## src/rtl/dsm_interp.sv

```systemverilog
// dsm_interp: linear-interpolating upsampler in front of a 2nd-order
// delta-sigma DAC stage.
//
// Input samples arrive at the low rate over a valid/ready handshake and are
// buffered in a small FIFO. A divider produces the modulator tick strobe, and
// on every tick a value linearly interpolated between the previous and the
// current sample is registered onto dout. One sample spans 2**OSR_LOG2 ticks.
//
// Parameters
//   CKE_DIV    clocks per modulator tick (>= 2)
//   OSR_LOG2   log2 of ticks per input sample (1..8)
//   FIFO_DEPTH input FIFO entries (power of two, >= 2)
//
// Ports
//   clk       system clock
//   rst       asynchronous active-low reset
//   en        run enable for tick generation and interpolation
//   s_valid   input sample valid
//   s_ready   FIFO can accept a sample (not full)
//   s_data    signed 16-bit input sample
//   dout      signed interpolated value, to DAC din
//   cke       one-cycle modulator tick strobe, to DAC cke
//   underrun  one-cycle pulse: FIFO was empty at a sample boundary
//   level     current FIFO occupancy
module dsm_interp #(
    parameter int CKE_DIV    = 8,
    parameter int OSR_LOG2   = 6,
    parameter int FIFO_DEPTH = 4
) (
    input  logic                          clk,
    input  logic                          rst,
    input  logic                          en,
    input  logic                          s_valid,
    output logic                          s_ready,
    input  logic signed [15:0]            s_data,
    output logic signed [15:0]            dout,
    output logic                          cke,
    output logic                          underrun,
    output logic [$clog2(FIFO_DEPTH):0]   level
);

    localparam int CW = (CKE_DIV > 1) ? $clog2(CKE_DIV) : 1;
    localparam int AW = $clog2(FIFO_DEPTH);
    localparam int LW = AW + 1;
    localparam int PW = 17 + OSR_LOG2;

    localparam logic [CW-1:0]       CNT_LAST   = CW'(CKE_DIV - 1);
    localparam logic [LW-1:0]       DEPTH_LVL  = LW'(FIFO_DEPTH);
    localparam logic [OSR_LOG2-1:0] PHASE_LAST = {OSR_LOG2{1'b1}};

    // tick generator state
    logic [CW-1:0]       cnt_r;
    logic                cke_r;

    // interpolator state
    logic [OSR_LOG2-1:0] phase_r;
    logic signed [15:0]  prev_r;
    logic signed [15:0]  cur_r;
    logic signed [15:0]  dout_r;
    logic                underrun_r;

    // FIFO state
    logic [15:0]         mem_r [FIFO_DEPTH];
    logic [AW-1:0]       wptr_r;
    logic [AW-1:0]       rptr_r;
    logic [LW-1:0]       level_r;
    logic                ready_r;

    // combinational helpers
    logic                boundary_s;
    logic                push_s;
    logic                pop_s;
    logic [LW-1:0]       level_nxt_s;
    logic signed [16:0]  diff_s;
    logic signed [PW-1:0] diff_x_s;
    logic signed [PW-1:0] phase_x_s;
    logic signed [PW-1:0] prod_s;
    logic signed [PW-1:0] interp_s;
    logic                unused_s;

    assign boundary_s = cke_r && (phase_r == PHASE_LAST);
    assign push_s     = s_valid && ready_r;
    // Only entries resident before this edge can be popped: no bypass.
    assign pop_s      = boundary_s && (level_r != LW'(0));

    // Next FIFO occupancy from the push/pop pair.
    always_comb begin
        level_nxt_s = level_r;
        case ({push_s, pop_s})
            2'b10:   level_nxt_s = level_r + LW'(1);
            2'b01:   level_nxt_s = level_r - LW'(1);
            default: level_nxt_s = level_r;
        endcase
    end

    // Interpolated value prev + floor((cur-prev)*phase / 2**OSR_LOG2).
    always_comb begin
        diff_s    = 17'sd0;
        diff_x_s  = '0;
        phase_x_s = '0;
        prod_s    = '0;
        interp_s  = '0;
        diff_s    = $signed({cur_r[15], cur_r}) - $signed({prev_r[15], prev_r});
        diff_x_s  = PW'(diff_s);
        phase_x_s = PW'({1'b0, phase_r});
        prod_s    = diff_x_s * phase_x_s;
        interp_s  = PW'(prev_r) + (prod_s >>> OSR_LOG2);
    end

    // The result always lies between prev and cur, so the bits above 15 are
    // pure sign copies and carry no information.
    assign unused_s = ^interp_s[PW-1:16];

    // Tick divider: cke is high for the cycle after cnt reaches its last value.
    always_ff @(posedge clk or negedge rst) begin
        if (!rst) begin
            cnt_r <= CW'(0);
            cke_r <= 1'b0;
        end else if (en) begin
            cnt_r <= (cnt_r == CNT_LAST) ? CW'(0) : (cnt_r + CW'(1));
            cke_r <= (cnt_r == CNT_LAST);
        end else begin
            cnt_r <= CW'(0);
            cke_r <= 1'b0;
        end
    end

    // Per-tick interpolation, sample-boundary handover and underrun flag.
    always_ff @(posedge clk or negedge rst) begin
        if (!rst) begin
            phase_r    <= OSR_LOG2'(0);
            prev_r     <= 16'sd0;
            cur_r      <= 16'sd0;
            dout_r     <= 16'sd0;
            underrun_r <= 1'b0;
        end else begin
            underrun_r <= 1'b0;
            if (cke_r) begin
                // dout uses the pre-boundary prev/cur on the boundary tick.
                dout_r <= interp_s[15:0];
                if (boundary_s) begin
                    prev_r <= cur_r;
                    if (pop_s) begin
                        cur_r <= mem_r[rptr_r];
                    end else begin
                        underrun_r <= 1'b1;
                    end
                end
            end
            if (!en) begin
                phase_r <= OSR_LOG2'(0);
            end else if (cke_r) begin
                phase_r <= phase_r + OSR_LOG2'(1);
            end
        end
    end

    // FIFO pointers, occupancy and registered ready (not full next cycle).
    always_ff @(posedge clk or negedge rst) begin
        if (!rst) begin
            wptr_r  <= AW'(0);
            rptr_r  <= AW'(0);
            level_r <= LW'(0);
            ready_r <= 1'b1;
        end else begin
            if (push_s) begin
                wptr_r <= wptr_r + AW'(1);
            end
            if (pop_s) begin
                rptr_r <= rptr_r + AW'(1);
            end
            level_r <= level_nxt_s;
            ready_r <= (level_nxt_s != DEPTH_LVL);
        end
    end

    // FIFO storage; contents are don't-care until written, pointers gate reads.
    always_ff @(posedge clk) begin
        if (push_s) begin
            mem_r[wptr_r] <= s_data;
        end
    end

    assign s_ready  = ready_r;
    assign dout     = dout_r;
    assign cke      = cke_r;
    assign underrun = underrun_r;
    assign level    = level_r;

endmodule

```

## config.mk

```make
export PLATFORM = sky130hd
export DESIGN_NAME = dsm_interp
export DESIGN_NICKNAME = d
export VERILOG_FILES = /design/src/rtl/dsm_interp.sv
export SDC_FILE = /design/constraint.sdc
export NUM_CORES = 1
export LEC_CHECK = 0
export ABC_AREA = 1
export CAP_MARGIN = 10
export CORE_ASPECT_RATIO = 0.7
export CORE_MARGIN = 5
export CORE_UTILIZATION = 61
export CTS_BUF_LIST = sky130_fd_sc_hd__clkbuf_8
export CTS_CLUSTER_SIZE = 12
export DETAILED_ROUTE_END_ITERATION = 10
export GPL_TIMING_DRIVEN = 0
export PLACE_DENSITY = 0.8
export SYNTH_ARGS = -nofsm -noshare
export SYNTH_HDL_FRONTEND = slang
export SYNTH_SLANG_ARGS = --single-unit
```

## constraint.sdc

```tcl
create_clock -name clk -period 7.9 [get_ports clk]
set_input_delay 1.185 -clock clk [delete_from_list [all_inputs] [get_ports clk]]
set_output_delay 1.185 -clock clk [all_outputs]
set_load 0.005 [all_outputs]
```

==> results of run 1 <==
cells in the final DEF (no fill, tap or decap), drive strengths merged, types with 2 or more instances in the layout:
master / n
nor4: 2
dfrtp: 66
clkinvlp: 3
buf: 11
clkinv: 6
o21ai: 58
o21a: 3
xor2: 30
fa: 68
edfxtp: 64
a21oi: 54
a31oi: 5
a21o: 5
inv: 205
nand4: 3
nor3: 11
nand3: 32
xnor2: 12
a21boi: 2
o31ai: 4
clkbuf: 42
and3: 2
clkdlybuf4s50: 39
nand2: 230
ha: 81
or2: 6
nor2: 157
o32ai: 16
o21bai: 12
worst max-delay path, delay by kind of cell (launching register included):
kind	cells	cell delay, ps
buf+inv	6	390
flops	1	420
fa+ha+maj	8	3410
compound gates	8	1370
simple gates	10	880
xor+xnor	3	780
logic make-up after synthesis:
family | after synthesis
simple gates | 445
buf+inv | 228
compound gates | 162
fa+ha+maj | 149
flops | 131
xor+xnor | 42
power by group:
part	switching, mW	leakage [nW]	internal (mW)
registers	0.00217	1.49	0.719
clock network	0.303	0.185	0.258
logic	0.0160	3.77	0.0139
per-stage QoR:
step,setup TNS (ps),util (%)
floorplan,0,-
global placement,0,65.90
detailed placement,0,66.14
CTS,0,68.49
global route,-33.60,69.30
finish,0,69.30
per-layer routing:
metal  part of all wire, %  vias up
li1                      -     3817
met1                    47     3802
met2                    42      354
met3                    10       19
met4                  0.57        0
met5                     0        -
sequential cells by signal, indices dropped and copies added, names as in the netlist:
register / count
cke: 1
cnt_r: 3
cur_r: 16
dout: 16
level: 3
mem_r: 64
phase_r: 6
prev_r: 16
rptr_r: 2
s_ready: 1
underrun: 1
wptr_r: 2
layout make-up:
class / instances / share of cell area [%]
Buffer: 28 / 1.011
Clock buffer: 17 / 2.078
Clock inverter: 15 / 1.322
Inverter: 200 / 6.667
Multi-Input combinational cell: 798 / 50.31
Sequential cell: 131 / 31.98
Tap cell: 225 / 2.500
Timing Repair Buffer: 47 / 4.133
worst min path at each step:
| stage | end | slack, ps | cells past startpoint |
|---|---|---|---|
| 3_3_place_gp | cnt_r[0] | 430 | 1 |
| 2_1_floorplan | cnt_r[0] | 410 | 1 |
| 5_1_grt | cnt_r[0] | 440 | 1 |
| 4_1_cts | cnt_r[0] | 440 | 1 |
| 6_report | cnt_r[0] | 440 | 1 |
| 3_5_place_dp | cnt_r[0] | 430 | 1 |
repair_timing:
action | in CTS | in global routing
buffers inserted | 0 | 5
resized for setup | 0 | 19
hold buffers | 0 | 0
endpoints found under the setup margin | 0 | 3
==> summary.json, run 1 <==
{
  "floorplanning": {
    "initial_utilization_pct": 61.71,
    "dieWidth_um": 163.2,
    "core_region_area_um2": 16250,
    "ios": 42,
    "die_area_um2": 19140,
    "die_height_um": 117.3,
    "row_cnt": 39
  },
  "timing": {
    "timing_max_transition_violations_final": 0,
    "final.min_clock_period_ps": 7411,
    "worst_slew_pin_slew_ps": 946.6,
    "fmax_mhz": 134.9,
    "timing.clock.skew_ps": 12.73,
    "post-route-worst-setup-slack_ps": 489.5,
    "worst_slew_margin_rel_pct": 36.83,
    "final_clock_period_utilization_by_the_worst_path_pct": 93.80,
    "hold_ws_ps": 435.5,
    "setup_viol": 0,
    "rsz0062_at_grt": "yes",
    "finalHoldViolCount": 0
  },
  "cts": {
    "tritoncts": "built",
    "cts-buffers-inserted": 17,
    "cts_max_path_buffers": 2,
    "clk_pin_slew_worst_paths_ps": 80,
    "later_pin_clock_latency_in_the_skew_report_ps": 440,
    "cts-htree-levels": 4,
    "cts_root_buf": "clkbuf_8",
    "clock-sinks": 131
  },
  "setup_path": {
    "crit_path_end": "dout[12]",
    "critPathSlowestCell": "fa_1",
    "origin_of_the_worst_setup_path": "prev_r[0]",
    "timing.critical_path.fanout_max": 6,
    "worstReg2RegStart": "prev_r[0]",
    "timing.critical_path.slowest_cell_delay_ps": 550,
    "critPathMostFrequentCell": "nand2_1",
    "critical_path_arrival_ps": 7710,
    "worst_reg_to_reg_path_cell_count": 35,
    "r2r_end": "dout[12]",
    "startpoint_type": "flop",
    "cp_data_required_time_ps": 8200,
    "critical_path_class": "reg2reg",
    "r2r_slack_ps": 490,
    "endpoint_kind": "flop"
  },
  "outcome": {
    "outcome": "complete, no violations"
  },
  "global_route": {
    "global_route_wire_length_before_repair_um": 38910,
    "grt.met2_usage_pct": 38.31,
    "gr_layer_usage_met3_pct": 4.865,
    "gr-usage-met1_pct": 40.75,
    "grt_max_degree": 68,
    "antenna_violations_before_repair": 0,
    "grt_pass1_vias": 7574,
    "gr-usage-all-layers_pct": 26.07,
    "grt_overflow": 0,
    "grt_most_used_layer": "met1"
  },
  "synthesis": {
    "synth_fa_ha_area_share_pct": 23.68,
    "synth_area_per_cell_um2": 8.666,
    "synth-seq-area-share_pct": 35.90,
    "share_of_the_synthesized_area_in_compound_gates_ao_oa_aoi_oai_pct": 9.808,
    "synth-xor-area-share_pct": 3.893,
    "synth.area.mux_share_pct": 0,
    "synthesis.yosys.warnings": 0,
    "synth_area_um2": 10030,
    "synthCells": 1157,
    "synth_common_cells": "228 x nand2_1, 194 x inv_1, 156 x nor2_1, 81 x ha_1, 68 x fa_1",
    "synth-async-reset-ratio_pct": 51.15,
    "synth-edff-count": 64,
    "synth_simple_gate_area_share_pct": 18.09,
    "total_of_flip_flops_plus_latches_after_synthesis": 131,
    "ys.flop_type": "dfrtp_1",
    "dominant_cell_type_by_area_after_synthesis": "edfxtp_1",
    "postSynthNetCount": 1326,
    "synth_top_family_by_area": "adder cells",
    "netlist-cell-type-count": 50,
    "synth.top_cell.area_share_pct": 19.17,
    "netlist_top_cells_area": "edfxtp_1 19%, dfrtp_1 16%, fa_1 14%",
    "most_frequent_cell_after_synthesis": "nand2_1"
  },
  "finish": {
    "final_cell_area_um2": 11260,
    "ff_latch_area_um2": 3601,
    "multi_input_area_um2": 5665,
    "n_fill_cell": 1275,
    "antenna_cells_inserted": 0,
    "layout-drive-gt1-share_pct": 7.524,
    "area_overhead_of_the_layout_relative_to_synthesis_pct": 12.30,
    "nets": 1392,
    "post_layout_nonfiller_instances": 1461
  },
  "drt": {
    "detailedRoute.firstPassIterationCount": 6,
    "drc": 0,
    "wire_per_inst_um": 16.07,
    "detail_route.iter0.violations": 917,
    "antenna_violating_nets_post_route": 0,
    "wl_um": 23470,
    "vias_per_cell": 5.470,
    "detailroute.via_count": 7992
  },
  "place": {
    "placement.cell_area_um2": 10750,
    "hpwlAfterDp_um": 18360,
    "gpl.final_weighted_congestion": 0.9842,
    "dpl.cell_count": 1424,
    "port_buffers": 40,
    "placement.setup.worst_slack_ps": 206.7
  },
  "power": {
    "report.power.total_mw": 1.312,
    "max-vdd-ir-drop_mv": 0.1168,
    "p_leak_nw": 5.447,
    "cellPowerDensity_nw_per_um2": 116.5
  },
  "job": {
    "cap_viol_max_count": 0
  },
  "hold_path": {
    "worst_hold_startpoint": "cnt_r[0]",
    "worstHoldPathType": "reg2reg"
  }
}
No activity file was read; power rests on OpenSTA's default activity.
==> inputs of run 2 (changes only) <==
--- a/config.mk
+++ b/config.mk
@@ -18,3 +18,4 @@
 export SYNTH_ARGS = -nofsm -noshare
 export SYNTH_HDL_FRONTEND = slang
 export SYNTH_SLANG_ARGS = --single-unit
+export TNS_END_PERCENT = 20
==> results of run 2 <==
The final DEF is identical to that of run 1; final timing and power are the same.
